**config.mk**
```make
export PLATFORM = sky130hd
export DESIGN_NAME = jtag_regfile_chain
export DESIGN_NICKNAME = d
export VERILOG_FILES = /design/src/rtl/jtag_regfile_chain.sv
export SDC_FILE = /design/constraint.sdc
export NUM_CORES = 1
export LEC_CHECK = 0
export ABC_AREA = 1
export BUFFER_PORTS_ARGS = -buffer_cell sky130_fd_sc_hd__buf_2
export CELL_PAD_IN_SITES_DETAIL_PLACEMENT = 0
export CELL_PAD_IN_SITES_GLOBAL_PLACEMENT = 1
export CORE_UTILIZATION = 47
export DETAILED_ROUTE_END_ITERATION = 8
export PLACE_DENSITY_LB_ADDON = 0.1
export SYNTH_ARGS = -nofsm -noshare
export SYNTH_HDL_FRONTEND = slang
export SYNTH_SLANG_ARGS = --single-unit
```
**constraint.sdc**
```tcl
create_clock -name JTCK -period 5.88 [get_ports JTCK]
set_input_delay 1.176 -clock JTCK [delete_from_list [all_inputs] [get_ports JTCK]]
set_output_delay 1.176 -clock JTCK [all_outputs]
set_load 0.01 [all_outputs]
```
**src/rtl/jtag_regfile_chain.sv**
```systemverilog
// ER1 user-chain endpoint: shifts in {data, addr, op} frames, executes WRITE/READ/INC on a small
// register file at Update-DR, and returns {rdata, last_addr, status} on the next Capture-DR.
module jtag_regfile_chain #(
    parameter int DATA_W = 16,
    parameter int ADDR_W = 3
) (
    input  logic                             JTCK,
    input  logic                             JRSTN,
    input  logic                             JTDI,
    input  logic                             JSHIFT,
    input  logic                             JUPDATE,
    input  logic                             JCE1,
    input  logic                             JRTI1,
    output logic                             JTD1,
    output logic [(2**ADDR_W)*DATA_W-1:0]    regs_flat,
    output logic [7:0]                       op_count
);

    localparam int NREGS   = 2**ADDR_W;
    localparam int FRAME_W = DATA_W + ADDR_W + 2;
    localparam int CNT_W   = $clog2(FRAME_W + 2);

    localparam logic [1:0] OP_NOP   = 2'b00;
    localparam logic [1:0] OP_WRITE = 2'b01;
    localparam logic [1:0] OP_READ  = 2'b10;
    localparam logic [1:0] OP_INC   = 2'b11;

    logic [FRAME_W-1:0] r_sr;
    logic [CNT_W-1:0]   r_bit_cnt;
    logic               r_sel;
    logic [DATA_W-1:0]  r_rdata;
    logic [DATA_W-1:0]  r_last_data;
    logic [ADDR_W-1:0]  r_last_addr;
    logic [1:0]         r_status;
    logic [1:0]         r_last_op;
    logic [7:0]         r_op_count;
    logic [DATA_W-1:0]  r_regs [NREGS];

    logic [1:0]         w_op;
    logic [ADDR_W-1:0]  w_addr;
    logic [DATA_W-1:0]  w_data;
    logic               w_update;
    logic               w_full;
    logic               w_repeat;

    // Modulo-2**DATA_W add; the carry is intentionally discarded.
    function automatic logic [DATA_W-1:0] add_wrap(input logic [DATA_W-1:0] a,
                                                   input logic [DATA_W-1:0] b);
        return a + b;
    endfunction

    assign w_op     = r_sr[1:0];
    assign w_addr   = r_sr[ADDR_W+1:2];
    assign w_data   = r_sr[FRAME_W-1:ADDR_W+2];
    assign w_update = JUPDATE & r_sel;
    assign w_full   = (r_bit_cnt == CNT_W'(FRAME_W));
    // Any Update-DR cycle, ours or foreign, suppresses the RTI repeat.
    assign w_repeat = JRTI1 & ~JUPDATE & (r_last_op == OP_INC);

    always_ff @(posedge JTCK or negedge JRSTN) begin
        if (!JRSTN) begin
            r_sr        <= '0;
            r_bit_cnt   <= '0;
            r_sel       <= 1'b0;
            r_rdata     <= '0;
            r_last_data <= '0;
            r_last_addr <= '0;
            r_status    <= '0;
            r_last_op   <= OP_NOP;
            r_op_count  <= '0;
            for (int i = 0; i < NREGS; i++) begin
                r_regs[i] <= '0;
            end
        end else begin
            if (JUPDATE) begin
                r_sel <= 1'b0;
            end else if (JCE1) begin
                r_sel <= 1'b1;
            end

            if (JCE1) begin
                if (!JSHIFT) begin
                    r_sr        <= {r_rdata, r_last_addr, r_status};
                    r_bit_cnt   <= '0;
                    r_status[1] <= 1'b0;
                end else begin
                    r_sr <= {JTDI, r_sr[FRAME_W-1:1]};
                    if (r_bit_cnt != CNT_W'(FRAME_W + 1)) begin
                        r_bit_cnt <= r_bit_cnt + 1'b1;
                    end
                end
            end

            // A frame of the wrong length is flagged and dropped; NOP is accepted but inert.
            if (w_update) begin
                if (!w_full) begin
                    r_status[1] <= 1'b1;
                end else if (w_op != OP_NOP) begin
                    case (w_op)
                        OP_WRITE: begin
                            r_regs[w_addr] <= w_data;
                            r_status[0]    <= 1'b0;
                        end
                        OP_READ: begin
                            r_rdata     <= r_regs[w_addr];
                            r_status[0] <= 1'b1;
                        end
                        default: begin
                            r_regs[w_addr] <= add_wrap(r_regs[w_addr], w_data);
                            r_status[0]    <= 1'b0;
                        end
                    endcase
                    r_last_addr <= w_addr;
                    r_last_data <= w_data;
                    r_last_op   <= w_op;
                    r_op_count  <= r_op_count + 8'd1;
                end
            end else if (w_repeat) begin
                r_regs[r_last_addr] <= add_wrap(r_regs[r_last_addr], r_last_data);
                r_op_count          <= r_op_count + 8'd1;
            end
        end
    end

    for (genvar gi = 0; gi < NREGS; gi++) begin : g_flat
        assign regs_flat[gi*DATA_W +: DATA_W] = r_regs[gi];
    end

    assign JTD1     = r_sr[0];
    assign op_count = r_op_count;

endmodule

```
==> flow_metrics.py <==
metrics = {
    "worst_setup_path": {
        "crit_fanout": 16,
        "r2r_slack_ps": 1140,
        "cp-end-kind": "flip-flop",
        "rr_worst_depth": 16,
        "crit_start": "r_last_addr[0]$_DFFE_PN0P_",
        "cpMostUsedCell": "nand2_1",
        "max_stage_delay_ps": 770,
        "endpoint": "regs_flat[126]$_DFFE_PN0P_",
        "slowest_stage": "dfrtp_1",
        "path_buf_inv": 1,
        "cp-start-kind": "flip-flop",
        "path_delay_family": "simple AND/OR/NAND/NOR gates",
        "crit_type": "reg2reg",
        "r2r-end": "regs_flat[126]$_DFFE_PN0P_",
        "worst-path-stages": 16,
        "path_cells": "inv_2 > nor3_4 > a22oi_1 > o2111ai_1 > ha_1 > fa_1 > nand2_1 > nand2_1 > o21ai_0 > o21ai_0 > nand3_1 > nand3b_1 > nand3_1 > nand2_1 > nand2_1 > nand2_1",
        "r2r_start": "r_last_addr[0]$_DFFE_PN0P_",
        "cp.required_ps": 6370,
        "cp.arrival_ps": 5220,
    },
    "cts": {
        "cts_hold_buffers": 0,
        "clkLatencyLatePin_ps": 560,
        "htreeDepth": 1,
        "cts-root-buf": "clkbuf_16",
        "cts_tree": "built",
        "cts_setup_buffers": 0,
        "cts_resized": 0,
        "clk_pin_slew_ps": 60,
        "clock-sinks": 202,
        "clk_path_buf_depth": 3,
        "numCtsBuffers": 25,
    },
    "routing": {
        "num_vias": 14676,
        "routedWlPerCell_um": 24.7,
        "totalWireLength_um": 59300,
        "drtIter0Drc": 2116,
        "first_pass_iters": 6,
        "vias_per_cell": 6.13,
        "drt.antenna.violating_nets": 0,
        "drc_errors": 0,
    },
    "yosys": {
        "yosysSeqAreaShare_pct": 38.5,
        "synthFlopType": "dfrtp_1",
        "synth_cell_type_count": 48,
        "synth_seq_cells": 202,
        "ys.warnings.count": 0,
        "syn_area_sq_um": 13100,
        "syn-num-nets": 1922,
        "yosys-top-cells-area": "dfrtp_1 38%, nand2_1 16%, nand3_1 6.5%, inv_1 5.6%, nor2_1 4.6%",
        "synth_edf_count": 0,
        "synth.top_cell.area_share_pct": 38.5,
        "synth_async_sr_flop_share_pct": 100,
        "yosys.area.top_type": "dfrtp_1",
        "syn_area_per_cell_sq_um": 7.00,
        "synthCells": 1879,
    },
    "cells_and_area": {
        "fillCellCount": 2762,
        "syn_to_final_growth_pct": 14.2,
        "drive_gt1_share_pct": 12.1,
        "fin_nets": 2046,
        "antenna_cells": 0,
        "utilization_pct": 55.2,
        "final_common_cell": "nand2_1",
        "fin_area_sq_um": 15000,
        "layout_common_cells": "565 x nand2_1, 202 x dfrtp_1, 196 x inv_1",
    },
    "sta": {
        "setup_violations": 0,
        "final-hold-violation-count": 0,
        "rsz0062_at_grt": "no",
        "setup_tns_ps": 0,
        "fmax_ghz": 0.211,
        "fin_ws_ps": 1140,
        "tightestPinTransition_ps": 1280,
        "drv_slew": 0,
        "post-route-min-period_ps": 4740,
        "slew_headroom_pct": 14.6,
        "period_share_pct": 80.6,
        "clock_skew_ps": 18.6,
    },
    "placement": {
        "port_buffers": 143,
        "post-dp-hpwl_um": 45200,
        "placed_area_sq_um": 14200,
        "gp_congestion": 1.06,
        "place_ws_ps": 1370,
    },
    "die": {
        "dieArea_sq_um": 28600,
        "initial_utilization_pct": 48.4,
        "pin_count": 144,
        "die_y_um": 169,
        "num_rows": 60,
        "chipWidth_um": 169,
        "core_area_sq_um": 27200,
    },
    "grt": {
        "grt_pass1_vias": 13844,
        "grt-ovfl-total": 0,
        "grt_usage_pct": 41.4,
        "grt_max_degree": 103,
        "grt_pass1_wl_um": 88000,
        "antenna_found_initial": 2,
    },
    "hold_path": {
        "hold_class": "reg2reg",
        "hp-start": "r_last_op[1]$_DFFE_PN0P_",
        "min_path_cells": 2,
    },
    "power": {
        "p_per_area_nw_per_um2": 328,
        "power_leakage_nw": 7.86,
        "peakVddDrop_mv": 0.266,
    },
    "outcome": {
        "status": "finished clean",
    },
    "run": {
        "drv_cap": 0,
    },
}
==> worst reg2reg max path, delay by kind of cell (launching register included) <==
kind,cells,cell delay [ps]
buffers and inverters,1,240
flip-flops,1,770
AO/OA/AOI/OAI,4,1200
AND/OR/NAND/NOR,9,1910
adder cells (fa/ha/maj),2,550
==> metal layers <==
metal | global-route usage, % | share of wire (%)
met1 | 55.4 | 41
met2 | 63.4 | 43
met4 | 17.5 | 4.7
met3 | 10.6 | 11
met5 | 0 | 0.042
==> state kept, by name (all words and copies together), names as in the netlist <==
register,cells
op_count,8
r_bit_cnt,5
r_last_addr,3
r_last_data,16
r_last_op,2
r_rdata,16
r_sel,1
r_sr,21
r_status,2
regs_flat,128
==> Yosys cell counts, types with 7 or more instances <==
cell type and count:
clkbuf_1 30, buf_4 7, o21ai_1 12, nand3_1 172, o21ai_0 116, dfrtp_1 202, xor2_1 7, buf_2 26
o2111ai_1 11, a221oi_1 25, nand2_1 565, nand4_1 26, inv_2 13, a21oi_1 96, nor3_1 10, nor2_2 9
nor2_1 160, xnor2_1 8, a22oi_1 32, o22ai_1 55, inv_1 196, ha_1 34, o21a_1 7, a31oi_1 10
==> final cells by class <==
cell class	instances	area, sq um	area share, %
Clock inverter	11	140	0.934
Multi-Input combinational cell	1397	6960	46.4
Sequential cell	202	5050	33.7
Tap cell	372	465	3.10
Clock buffer	35	693	4.62
Timing Repair Buffer	163	887	5.91
Inverter	214	808	5.39
==> how the worst min path moves through the flow <==
stage	to	slack (ps)
after floorplan	r_rdata[15]$_DFFE_PN0P_	440
after global placement	r_rdata[15]$_DFFE_PN0P_	450
after detailed placement	r_rdata[3]$_DFFE_PN0P_	460
after CTS	r_rdata[3]$_DFFE_PN0P_	480
after global routing	r_rdata[8]$_DFFE_PN0P_	490
final	r_last_op[1]$_DFFE_PN0P_	480
==> cells by family after synthesis <==
| logic type | count (synthesis) | synth area share (%) |
|---|---|---|
| adder cells (fa/ha/maj) | 36 | 3.54 |
| XOR/XNOR | 15 | 0.999 |
| flip-flops | 202 | 38.5 |
| AND/OR/NAND/NOR | 962 | 30.8 |
| AO/OA/AOI/OAI | 384 | 17.6 |
| buffers and inverters | 280 | 8.60 |
==> report_power, final <==
part / internal (mW) / total, mW / switching, mW
logic: 0.432 / 1.55 / 1.12
clock network: 0.955 / 1.61 / 0.658
registers: 1.53 / 1.75 / 0.216
==> through the flow <==
step | instances | hold WS (ps) | power (mW)
floorplan | 1879 | 437 | 2.55
global placement | 2348 | 453 | 3.23
detailed placement | 2348 | 461 | 3.24
CTS | 2394 | 476 | 4.85
global route | 2394 | 488 | 5.09
finish | 2394 | 476 | 4.92
(Power assumes the default switching activity.)
